### src/rtl/imem_loader_if.sv
// imem_loader_if: byte-stream input, IM write port and status lines of the
// instruction-memory loader. The loader uses the slave modport and its
// driver (controller or bench) uses the master modport.
interface imem_loader_if #(
    parameter int unsigned ADDR_W = 8
);
    logic              start;
    logic [7:0]        in_data;
    logic              in_valid;
    logic              in_ready;
    logic              im_we;
    logic [ADDR_W-1:0] im_addr;
    logic [31:0]       im_wdata;
    logic              cpu_hold;
    logic              busy;
    logic              done;
    logic              err;
    logic [15:0]       words_loaded;

    modport master (
        output start, in_data, in_valid,
        input  in_ready, im_we, im_addr, im_wdata, cpu_hold, busy, done, err, words_loaded
    );

    modport slave (
        input  start, in_data, in_valid,
        output in_ready, im_we, im_addr, im_wdata, cpu_hold, busy, done, err, words_loaded
    );
endinterface

### src/rtl/imem_loader.sv
// imem_loader: writer side of the instruction memory. Takes a byte stream
// (16-bit word count, then big-endian 32-bit words), writes each word to IM
// at consecutive word-aligned addresses and holds the CPU until the load ends.
// Define IMEM_LOADER_CHECKSUM_EN to require a trailing XOR checksum byte.
module imem_loader #(
    parameter int unsigned ADDR_W    = 8,
    parameter int unsigned MAX_WORDS = 64
) (
    input  logic         CLK,
    input  logic         Reset,
    imem_loader_if.slave bus
);

    typedef enum logic [2:0] {
        S_IDLE   = 3'd0,
        S_LEN_HI = 3'd1,
        S_LEN_LO = 3'd2,
        S_DATA   = 3'd3,
        S_WRITE  = 3'd4,
        S_DONE   = 3'd5,
`ifdef IMEM_LOADER_CHECKSUM_EN
        S_ERR    = 3'd6,
        S_CSUM   = 3'd7
`else
        S_ERR    = 3'd6
`endif
    } state_t;

    state_t      state_q, state_d;
    logic [15:0] n_q, n_d;          // requested word count
    logic [31:0] word_q, word_d;    // word being assembled, MSB first
    logic [1:0]  bidx_q, bidx_d;    // byte position inside the word
    logic [15:0] wcnt_q, wcnt_d;    // words written in this load
`ifdef IMEM_LOADER_CHECKSUM_EN
    logic [7:0]  csum_q, csum_d;    // running XOR of header and data bytes
`endif

    logic        in_ready;
    logic        im_we;
    logic [15:0] n_full;

    // Next-state and handshake decode; every target gets its default first.
    always_comb begin
        state_d  = state_q;
        n_d      = n_q;
        word_d   = word_q;
        bidx_d   = bidx_q;
        wcnt_d   = wcnt_q;
`ifdef IMEM_LOADER_CHECKSUM_EN
        csum_d   = csum_q;
`endif
        in_ready = 1'b0;
        im_we    = 1'b0;
        n_full   = {n_q[15:8], bus.in_data};

        case (state_q)
            S_IDLE, S_DONE, S_ERR: begin
                if (bus.start) begin
                    state_d = S_LEN_HI;
                    n_d     = '0;
                    word_d  = '0;
                    bidx_d  = '0;
                    wcnt_d  = '0;
`ifdef IMEM_LOADER_CHECKSUM_EN
                    csum_d  = '0;
`endif
                end
            end
            S_LEN_HI: begin
                in_ready = 1'b1;
                if (bus.in_valid) begin
                    n_d[15:8] = bus.in_data;
`ifdef IMEM_LOADER_CHECKSUM_EN
                    csum_d    = csum_q ^ bus.in_data;
`endif
                    state_d   = S_LEN_LO;
                end
            end
            S_LEN_LO: begin
                in_ready = 1'b1;
                if (bus.in_valid) begin
                    n_d = n_full;
`ifdef IMEM_LOADER_CHECKSUM_EN
                    csum_d = csum_q ^ bus.in_data;
`endif
                    // The length is judged on the byte being accepted, so the
                    // address range is bounded before any write can happen.
                    if (n_full == 16'd0) begin
`ifdef IMEM_LOADER_CHECKSUM_EN
                        state_d = S_CSUM;
`else
                        state_d = S_DONE;
`endif
                    end else if (n_full > 16'(MAX_WORDS)) begin
                        state_d = S_ERR;
                    end else begin
                        state_d = S_DATA;
                    end
                end
            end
            S_DATA: begin
                in_ready = 1'b1;
                if (bus.in_valid) begin
                    word_d = {word_q[23:0], bus.in_data};
                    bidx_d = bidx_q + 2'd1;
`ifdef IMEM_LOADER_CHECKSUM_EN
                    csum_d = csum_q ^ bus.in_data;
`endif
                    if (bidx_q == 2'd3) begin
                        state_d = S_WRITE;
                    end
                end
            end
            S_WRITE: begin
                im_we  = 1'b1;
                wcnt_d = wcnt_q + 16'd1;
                if (wcnt_q + 16'd1 == n_q) begin
`ifdef IMEM_LOADER_CHECKSUM_EN
                    state_d = S_CSUM;
`else
                    state_d = S_DONE;
`endif
                end else begin
                    state_d = S_DATA;
                end
            end
`ifdef IMEM_LOADER_CHECKSUM_EN
            S_CSUM: begin
                in_ready = 1'b1;
                if (bus.in_valid) begin
                    state_d = (bus.in_data == csum_q) ? S_DONE : S_ERR;
                end
            end
`endif
            default: begin
                state_d = S_IDLE;
            end
        endcase
    end

    // State and datapath registers; Reset abandons any partial word.
    always_ff @(posedge CLK) begin
        if (Reset) begin
            state_q <= S_IDLE;
            n_q     <= '0;
            word_q  <= '0;
            bidx_q  <= '0;
            wcnt_q  <= '0;
`ifdef IMEM_LOADER_CHECKSUM_EN
            csum_q  <= '0;
`endif
        end else begin
            state_q <= state_d;
            n_q     <= n_d;
            word_q  <= word_d;
            bidx_q  <= bidx_d;
            wcnt_q  <= wcnt_d;
`ifdef IMEM_LOADER_CHECKSUM_EN
            csum_q  <= csum_d;
`endif
        end
    end

    assign bus.in_ready     = in_ready;
    assign bus.im_we        = im_we;
    assign bus.im_addr      = {wcnt_q[ADDR_W-3:0], 2'b00};
    assign bus.im_wdata     = word_q;
    assign bus.cpu_hold     = (state_q != S_DONE);
    assign bus.busy         = !(state_q inside {S_IDLE, S_DONE, S_ERR});
    assign bus.done         = (state_q == S_DONE);
    assign bus.err          = (state_q == S_ERR);
    assign bus.words_loaded = wcnt_q;

endmodule

### src/flat_wrapper.sv
// flat-port wrapper written by rule: the top's interface ports become plain ports
module imem_loader_flat 
#(
    parameter int unsigned ADDR_W    = 8,
    parameter int unsigned MAX_WORDS = 64
)
  (CLK, Reset, bus_start, bus_in_data, bus_in_valid, bus_in_ready, bus_im_we, bus_im_addr, bus_im_wdata, bus_cpu_hold, bus_busy, bus_done, bus_err, bus_words_loaded);
  imem_loader_if #(.ADDR_W(ADDR_W)) bus_i ();
  input  logic CLK;
  input  logic Reset;
  input wire logic [$bits(bus_i.start)-1:0] bus_start;
  input wire logic [$bits(bus_i.in_data)-1:0] bus_in_data;
  input wire logic [$bits(bus_i.in_valid)-1:0] bus_in_valid;
  output wire logic [$bits(bus_i.in_ready)-1:0] bus_in_ready;
  output wire logic [$bits(bus_i.im_we)-1:0] bus_im_we;
  output wire logic [$bits(bus_i.im_addr)-1:0] bus_im_addr;
  output wire logic [$bits(bus_i.im_wdata)-1:0] bus_im_wdata;
  output wire logic [$bits(bus_i.cpu_hold)-1:0] bus_cpu_hold;
  output wire logic [$bits(bus_i.busy)-1:0] bus_busy;
  output wire logic [$bits(bus_i.done)-1:0] bus_done;
  output wire logic [$bits(bus_i.err)-1:0] bus_err;
  output wire logic [$bits(bus_i.words_loaded)-1:0] bus_words_loaded;
  assign bus_i.start = bus_start;
  assign bus_i.in_data = bus_in_data;
  assign bus_i.in_valid = bus_in_valid;
  assign bus_in_ready = bus_i.in_ready;
  assign bus_im_we = bus_i.im_we;
  assign bus_im_addr = bus_i.im_addr;
  assign bus_im_wdata = bus_i.im_wdata;
  assign bus_cpu_hold = bus_i.cpu_hold;
  assign bus_busy = bus_i.busy;
  assign bus_done = bus_i.done;
  assign bus_err = bus_i.err;
  assign bus_words_loaded = bus_i.words_loaded;
  imem_loader #(.ADDR_W(ADDR_W), .MAX_WORDS(MAX_WORDS)) u_core (.CLK(CLK), .Reset(Reset), .bus(bus_i));
endmodule
### config.mk
export PLATFORM = sky130hd
export DESIGN_NAME = imem_loader_flat
export DESIGN_NICKNAME = d
export VERILOG_FILES = /design/src/rtl/imem_loader_if.sv /design/src/rtl/imem_loader.sv /design/src/flat_wrapper.sv
export SDC_FILE = /design/constraint.sdc
export NUM_CORES = 1
export LEC_CHECK = 0
export CAP_MARGIN = 20
export CORE_MARGIN = 8
export CORE_UTILIZATION = 51
export DETAILED_ROUTE_END_ITERATION = 16
export GPL_ROUTABILITY_DRIVEN = 0
export PLACE_DENSITY_LB_ADDON = 0.08
export SYNTH_ARGS = -nofsm -noshare
export SYNTH_HDL_FRONTEND = slang
export SYNTH_SLANG_ARGS = --single-unit
export TNS_END_PERCENT = 10
### constraint.sdc
create_clock -name CLK -period 3.19 [get_ports CLK]
set_input_delay 0.638 -clock CLK [delete_from_list [all_inputs] [get_ports CLK]]
set_output_delay 0.638 -clock CLK [all_outputs]
set_load 0.02 [all_outputs]
==> results of run 1 <==
-- cells by family after synthesis --
family                     count (synthesis)
adders and majority gates                  2
DFF                                       69
muxes                                      4
and+or+nand+nor                          159
buffers and inverters                     49
xor gates and xnor gates                  20
other                                      1
AOI/OAI and AO/OA                        122
-- where the power goes --
group	total [W]	leakage (nW)	switching, W	internal [W]
registers	0.000985	0.557	0.0000792	0.000906
logic	0.000747	0.908	0.000477	0.000269
clock network	0.000716	0.0996	0.000353	0.000363
-- how the worst max path moves through the flow --
| stage | startpoint | endpoint | slack (ns) |
|---|---|---|---|
| floorplan | u_core.bus.words_loaded[1]$_SDFFE_PP0P_ | u_core.state_q[1]$_SDFFE_PP0P_ | 0.57 |
| global placement | u_core.bus.words_loaded[1]$_SDFFE_PP0P_ | u_core.state_q[1]$_SDFFE_PP0P_ | 0.66 |
| detailed placement | u_core.bus.words_loaded[1]$_SDFFE_PP0P_ | u_core.state_q[1]$_SDFFE_PP0P_ | 0.59 |
| CTS | u_core.state_q[1]$_SDFFE_PP0P_ | bus_busy | 0.40 |
| global route | u_core.state_q[1]$_SDFFE_PP0P_ | bus_busy | 0.29 |
| finish | u_core.state_q[1]$_SDFFE_PP0P_ | bus_busy | 0.40 |
-- flip-flops by register name, summed over array words and instances, names as in the netlist --
name	count
u_core.bus.im_wdata	32
u_core.bus.words_loaded	16
u_core.n_q	16
u_core.state_q	3
u_core.bidx_q	2
-- worst register-to-register path, delay by kind of cell, from the launching register on --
family,cells,cell delay (ns)
AO/OA/AOI/OAI,1,0.13
adder cells (fa/ha/maj),1,0.37
XOR/XNOR,1,0.13
AND/OR/NAND/NOR,4,1.38
flip-flops,1,0.49
-- layer usage --
| metal | vias up | wire (um) | part of all wire (%) |
|---|---|---|---|
| li1 | 1629 | - | - |
| met1 | 1581 | 4110 | 43 |
| met2 | 121 | 4610 | 48 |
| met3 | 15 | 744 | 7.8 |
| met4 | 0 | 127 | 1.3 |
| met5 | - | 0 | 0 |
-- stage by stage --
step           cells  hold slack [ns]  power (W)  setup slack [ns]  util (%)
6_report         563            0.487    0.00245             0.397      65.6
3_5_place_dp     547            0.479    0.00174             0.589      62.6
5_1_grt          563            0.510    0.00257             0.288      65.6
2_1_floorplan    427            0.456    0.00150             0.574         -
4_1_cts          563            0.489    0.00246             0.398      65.6
3_3_place_gp     547            0.469    0.00173             0.657      62.6
-- layout by cell type (no fill, tap or decap), types with 4 or more instances in the layout --
| master | Yosys | routed |
|---|---|---|
| nand4_1 | 4 | 4 |
| xor2_1 | 9 | 9 |
| mux2i_1 | 4 | 4 |
| nor2_1 | 73 | 73 |
| nor4_1 | 4 | 4 |
| dfxtp_1 | 69 | 69 |
| inv_1 | 11 | 11 |
| clkbuf_8 | 0 | 9 |
| a22oi_1 | 44 | 44 |
| buf_4 | 8 | 6 |
| nand3_1 | 17 | 17 |
| nand2_1 | 27 | 27 |
| xnor2_1 | 9 | 9 |
| a21oi_1 | 32 | 31 |
| clkdlybuf4s50_1 | 0 | 70 |
| o21ai_0 | 17 | 17 |
-- layout make-up --
cell class              instances  area (um^2)  area share (%)
multi-input cells             309         1910            43.5
repair buffers                 78          771            17.5
inverters                      11         41.3           0.937
clock inverters                 7         73.8            1.68
well taps                      80          100            2.27
clock buffers                   9          124            2.81
flip-flops and latches         69         1380            31.4
==> flow_summary.ini, run 1 <==
[status]
status = completed

[worst_setup_path]
path_depth = 4
r2r_start = u_core.bus.words_loaded[1]$_SDFFE_PP0P_
worst_setup_path_end_kind = primary output
worst_setup_path_start_kind = register
r2r_cells = 7
worst_ep_arrival_time_ns = 2.16
r2r_setup_slack_ns = 0.56
critPathKind = reg -> out
cp.required_ns = 2.55
crit_family = buffers and inverters
cpPeakStageDelay_ns = 0.57
r2r-end = u_core.state_q[1]$_SDFFE_PP0P_
worstPathMaxFanout = 11
crit_path_cell_trace = xor2_1, o21ai_0, inv_1, clkdlybuf4s50_1
critPathBufInv = 2
slowest_stage = clkdlybuf4s50_1

[clock_tree]
cts_resized = 0
ctsHoldBuffers = 0
cts_setup_buffers = 0
insertion_delay_ns = 0.35
cts_num_sinks = 69
clk_pin_slew_ns = 0.08
root_buffer = clkbuf_8
tritoncts = yes
clk_path_buf_depth = 2
cts_buffers = 9
h-tree-depth = 3

[routing]
wl_per_cell_um = 17.0
vias = 3346
wirelength_mm = 9.59
dr.pass1.iters = 5
ant_nets = 0
vias_per_cell = 5.94
detail_route.iter0.violations = 244
drc = 0

[flow_run]
maxCapViolCount = 0

[hold_path]
hold_path.class = reg -> reg
min_path_cells = 2
hold_end = u_core.n_q[11]$_SDFFE_PP0P_
hp-start = u_core.n_q[11]$_SDFFE_PP0P_

[synth]
synth_warnings = 0
yosysTopAreaCell = dfxtp_1
synth.distinct_cells = 61
synth_common_cells = nor2_1, dfxtp_1, a22oi_1, a21oi_1, nand2_1
yosysSeqAreaShare_pct = 39.4
synth-async-reset-ratio_pct = 0
synth.most_common_cell = nor2_1
synth_edf_count = 0
synth_compound_area_share_pct = 23.5
ys_seq_elements = 69
synth_flop_cell = dfxtp_1
syn_avg_cell_area_um2 = 8.23
netlist_top_cells_area = dfxtp_1, a22oi_1, nor2_1
synth.area.mux_share_pct = 1.14
synthAdderAreaFrac_pct = 0.714
netlist_area_um2 = 3510
synth_top_area_share_pct = 39.4
synthXorXnorAreaFrac_pct = 5.64
synth-simple-area-share_pct = 23.3
syn_inst = 426
synth_top_family_by_area = compound AO/OA/AOI/OAI gates

[timing]
maxSlewViolCount = 0
fmax_ghz = 0.358
finalCriticalPeriod_ns = 2.79
finalSetupTns_ns = 0
tightest_slew_ns = 0.742
report.final.hold_viol_count = 0
rsz0062_at_grt = no
setup_viol = 0
fin_crit_sh_pct = 87.6
fin_skew_ns = 0.0128
max_slew_margin_pct = 49.9

[cells_and_area]
n_fill_cell = 560
nets = 492
fin_area_um2 = 4410
n_antenna_cell = 0
drive_gt1_share_pct = 9.11
syn2layout_area_growth_pct = 25.6

[global_route]
antenna_found_initial = 0
met2_usage_pct = 31.5
global_route.usage.met1_pct = 23.5
grt_pass1_wl_mm = 15.7
busiest_layer = met2
grtUsageMet3_pct = 7.19
grt_pass1_vias = 3140
grt.total_usage_pct = 19.6
grt_max_degree = 40
grt_overflow = 0

[floorplanning]
num_io_pins = 74
core_area_um2 = 6720
die_w_um = 98.9
start_util_pct = 52.2
die_height_um = 98.9
fp-row-count = 30
die_area_um2 = 9790

[pwr]
power_density_nw_per_um2 = 556
ir_drop_mv = 0.315
p_leak_nw = 1.56

[placement]
port_buffers = 71
placed_area_um2 = 4210
dp_hpwl_mm = 6.64
(Power assumes the default switching activity.)
==> inputs of run 2 (changes only) <==
CORE_ASPECT_RATIO = 0.8   (was default)
CORE_MARGIN = 2   (was 8)
==> run 2 against run 1 <==
  * Non-clock buffer count unchanged
  * Flip-flop and latch count unchanged
  * Clock power up 21%
  * Count of clock-buffer cells in the layout up 1
  * Final area up 0.85%
  * Sequential power about the same
  * Largest power group unchanged
  * Highest routed layer unchanged
==> flow_summary.ini, run 2 (synthesis gave the netlist of run 1 again) <==
[status]
status = completed

[cells_and_area]
fin_area_um2 = 4440
syn2layout_area_growth_pct = 26.7
layout_commonest_cell = nor2_1
utilization_pct = 65.8
nets = 492
stdcell_count = 570
most-common-layout-cells = nor2_1, clkdlybuf4s50_1, dfxtp_1
drive_gt1_share_pct = 8.90
largest_reg_flops = 32
n_antenna_cell = 0

[timing]
setup_viol = 0
finalSetupTns_ns = 0
rsz0062_at_grt = no
tightest_slew_ns = 0.813
report.final.hold_viol_count = 0
max_slew_margin_pct = 45.1
maxSlewViolCount = 0
fin_ws_ns = 0.418
fin_crit_sh_pct = 86.9
fin_skew_ns = 0.0122
fmax_ghz = 0.361
finalCriticalPeriod_ns = 2.77

[routing]
drc = 0
vias = 3294
vias_per_cell = 5.78
wl_per_cell_um = 15.9
detail_route.iter0.violations = 194
wirelength_mm = 9.07
dr.pass1.iters = 4
ant_nets = 0

[worst_setup_path]
worst_ep_arrival_time_ns = 2.13
cp.required_ns = 2.55
crit_path_cell_trace = xor2_1, o21ai_0, inv_1, clkdlybuf4s50_1
worstPathMaxFanout = 11
worst_setup_path_start_kind = register
slowest_stage = clkdlybuf4s50_1
worst_setup_path_end_kind = primary output
cpPeakStageDelay_ns = 0.57
critPathKind = reg -> out

[pwr]
ir_drop_mv = 0.595
power_density_nw_per_um2 = 583
p_leak_nw = 1.58

[floorplanning]
die_w_um = 96.7
fp-row-count = 27
die_area_um2 = 7560
core_area_um2 = 6760
die_height_um = 78.2
start_util_pct = 51.9
num_io_pins = 74

[placement]
place_worst_setup_slack_ns = 0.539
dp_hpwl_mm = 6.24
place_inst = 554
placed_area_um2 = 4200
port_buffers = 71

[clock_tree]
root_buffer = clkbuf_8
cts_num_sinks = 69
cts_setup_buffers = 0
tritoncts = yes
clk_pin_slew_ns = 0.08
cts_buffers = 9
ctsHoldBuffers = 0
clk_path_buf_depth = 2
h-tree-depth = 3
cts_resized = 0
insertion_delay_ns = 0.35

[global_route]
grt.total_usage_pct = 23.7
grt_pass1_wl_mm = 14.7
antenna_found_initial = 0
grt_overflow = 0
grt_max_degree = 35
grt_pass1_vias = 2890

[flow_run]
maxCapViolCount = 0

[hold_path]
hold_path.class = reg -> reg
## run 2: path summary, 6_finish.rpt
check,from,to,depth (start not counted),slack (ns)
worst max-delay path,u_core.state_q[1]$_SDFFE_PP0P_,bus_busy,4,0.42
worst max register to register,u_core.bus.words_loaded[0]$_SDFFE_PP0P_,u_core.state_q[1]$_SDFFE_PP0P_,7,0.53
worst min-delay path,u_core.n_q[14]$_SDFFE_PP0P_,u_core.n_q[14]$_SDFFE_PP0P_,2,0.49
worst min register to register,u_core.n_q[14]$_SDFFE_PP0P_,u_core.n_q[14]$_SDFFE_PP0P_,2,0.49
## run 2: layer usage
| metal | track usage, % | routed length (um) | vias up |
|---|---|---|---|
| li1 | - | - | 1629 |
| met1 | 35.3 | 4430 | 1568 |
| met2 | 35.2 | 4070 | 87 |
| met3 | 4.63 | 496 | 10 |
| met4 | 5.63 | 74 | 0 |
| met5 | 0 | 0 | - |
## run 2: worst max-delay path: cells and delay by family, from the launching register on
family	cells	cell delay (ns)
buf+inv	2	0.71
flops	1	0.56
compound gates	1	0.38
xor+xnor	1	0.14
## run 2: power breakdown
part           internal, W  switching (W)  leakage, nW
Combinational     0.000267       0.000474        0.903
Clock             0.000520       0.000344        0.116
Sequential        0.000906      0.0000807        0.557
Total              0.00169       0.000899         1.58
## run 2: final cells by class
class	instances	area (um^2)
clock buffers	10	128
clock inverters	6	111
fillers	593	2310
inverters	11	41.3
multi-input cells	309	1910
flip-flops and latches	69	1380
well taps	87	109
repair buffers	78	758
## run 2: per-stage QoR
stage | total power (W) | hold WS, ns
4_1_cts | 0.00260 | 0.487
3_5_place_dp | 0.00174 | 0.474
5_1_grt | 0.00273 | 0.521
6_report | 0.00259 | 0.485
2_1_floorplan | 0.00150 | 0.456
3_3_place_gp | 0.00173 | 0.470
==> inputs of run 3 (changes only) <==
CTS_BUF_LIST = sky130_fd_sc_hd__clkbuf_4 sky130_fd_sc_hd__clkbuf_8 sky130_fd_sc_hd__clkbuf_16   (was default)
RECOVER_POWER = 50   (was default)
==> run 3 against run 2 <==
  * Maximum frequency fell by 0.12%
  * Clock power rose by 1%
  * Register-to-register slack barely moved
  * Cell count did not move
  * Via count rose by 1.3%
  * Worst setup slack got worse by 0.0033 ns
  * Critical path depth did not move
  * Power barely moved
  * First-iteration DRC count rose by 3.1%
  * Die area did not move
  * Global-route usage did not move
  * Sequential power barely moved
  * Critical path type unchanged
  * Critical endpoint unchanged
==> flow_summary.ini, run 3 (synthesis gave the netlist of run 1 again) <==
[clock_tree]
clk_pin_slew_ns = 0.08
cts_resized = 0
ctsHoldBuffers = 0
cts_setup_buffers = 0
tritoncts = yes
h-tree-depth = 3
cts_buffers = 9
clk_path_buf_depth = 2
insertion_delay_ns = 0.35
cts_num_sinks = 69
root_buffer = clkbuf_8

[cells_and_area]
utilization_pct = 65.7
largest_reg_flops = 32
n_antenna_cell = 0
drive_gt1_share_pct = 8.90
nets = 492
n_fill_cell = 594
layout_commonest_cell = nor2_1
syn2layout_area_growth_pct = 26.6
most-common-layout-cells = nor2_1, dfxtp_1, a22oi_1

[floorplanning]
die_height_um = 78.2
num_io_pins = 74
die_area_um2 = 7560
die_w_um = 96.7
fp-row-count = 27
core_area_um2 = 6760
start_util_pct = 51.9

[hold_path]
hold_end = u_core.n_q[14]$_SDFFE_PP0P_
min_path_cells = 2
hp-start = u_core.n_q[14]$_SDFFE_PP0P_
hold_path.class = reg -> reg

[pwr]
p_comb_share_pct = 28.2
p_leak_nw = 1.69
power.switching_w = 0.000902
ir_drop_mv = 0.595
seqPwrFrac_pct = 38.1
power_density_nw_per_um2 = 583
p_int_w = 0.00169
switching_share_pct = 34.8
clockPowerShare_pct = 33.7

[global_route]
grt.total_usage_pct = 23.7
antenna_found_initial = 0
grt_pass1_wl_mm = 14.7
grt_max_degree = 35
grt_overflow = 0
grt_pass1_vias = 2890

[timing]
tightest_slew_ns = 0.843
finalCriticalPeriod_ns = 2.78
fin_crit_sh_pct = 87.0
fin_skew_ns = 0.0136
max_slew_margin_pct = 43.1
finalSetupTns_ns = 0
rsz0062_at_grt = no
maxSlewViolCount = 0
report.final.hold_viol_count = 0
setup_viol = 0
fmax_ghz = 0.360

[worst_setup_path]
critPathKind = reg -> out
worst_ep_arrival_time_ns = 2.14
r2r-end = u_core.state_q[1]$_SDFFE_PP0P_
r2r_cells = 7
r2r_start = u_core.bus.words_loaded[0]$_SDFFE_PP0P_
cp.required_ns = 2.55
crit_path_cell_trace = xor2_1, o21ai_0, inv_1, clkdlybuf4s50_1
slowest_stage = clkdlybuf4s50_1
worst_setup_path_end_kind = primary output
cpPeakStageDelay_ns = 0.57
crit_family = buffers and inverters
critPathBufInv = 2
r2r_setup_slack_ns = 0.53
startpoint = u_core.state_q[1]$_SDFFE_PP0P_
worst_setup_path_start_kind = register
worstPathMaxFanout = 11

[routing]
dr.pass1.iters = 5
vias = 3336
wl_per_cell_um = 15.9
wirelength_mm = 9.08
vias_per_cell = 5.85
ant_nets = 0
drc = 0
detail_route.iter0.violations = 200

[status]
status = completed

[flow_run]
maxCapViolCount = 0

[placement]
port_buffers = 71
dp_hpwl_mm = 6.24
-- run 3: changes by cell type in the layout (fill, tap and decap cells not counted) --
cell,before,now
clkbuf_4,0,1
clkbuf_2,0,1
buf_4,7,5
clkdlybuf4s50_1,70,37
dlygate4sd3_1,0,33
-- run 3: power groups by stage --
stage                     Clock (W)  Sequential, W  Combinational, W
after global routing       0.000925       0.000993          0.000805
after detailed placement          0        0.00101          0.000732
after global placement            0        0.00100          0.000730
after floorplan                   0       0.000964          0.000539
after CTS                  0.000887       0.000985          0.000739
final                      0.000873       0.000986          0.000731
-- run 3: through the flow --
stage	setup WS, ns	cells	area [um^2]	total power, W	hold WS (ns)
after floorplan	0.574	427	3510	0.00150	0.456
after global placement	0.599	554	4200	0.00173	0.470
after detailed placement	0.539	554	4200	0.00174	0.474
after CTS	0.415	570	4450	0.00261	0.487
after global routing	0.273	570	4440	0.00272	0.515
final	0.415	570	4440	0.00259	0.485
-- run 3: layout make-up --
cell class	count	area (um^2)	area share [%]
clock buffer	10	131	2.96
clock inverter	6	111	2.51
inverter	11	41.3	0.930
multi-input combinational	309	1910	43.1
sequential	69	1380	31.1
tap	87	109	2.45
timing repair buffer	78	752	16.9
-- run 3: worst reg2reg max path, cell delays in order, from the launching register on --
cell and delay, ns:
dfxtp_1 0.55, ha_1 0.37, and3_1 0.35, xnor2_1 0.16
o2111ai_1 0.12, a2111o_1 0.37, or4_4 0.51, o2bb2ai_2 0.13
-- run 3: routing by layer --
metal	wire (um)	GRT usage, %	vias up
met5	0	0	-
met4	87	5.63	0
met3	345	4.63	9
met2	4180	35.2	79
met1	4470	35.3	1621
li1	-	-	1627
-- run 3: worst max-delay path by stage --
stage,slack [ns],end,cells after the start
after global routing,0.27,bus_busy,4
after floorplan,0.57,u_core.state_q[1]$_SDFFE_PP0P_,8
after detailed placement,0.54,u_core.state_q[1]$_SDFFE_PP0P_,7
after CTS,0.41,bus_busy,4
after global placement,0.60,u_core.state_q[1]$_SDFFE_PP0P_,7
final,0.41,bus_busy,4
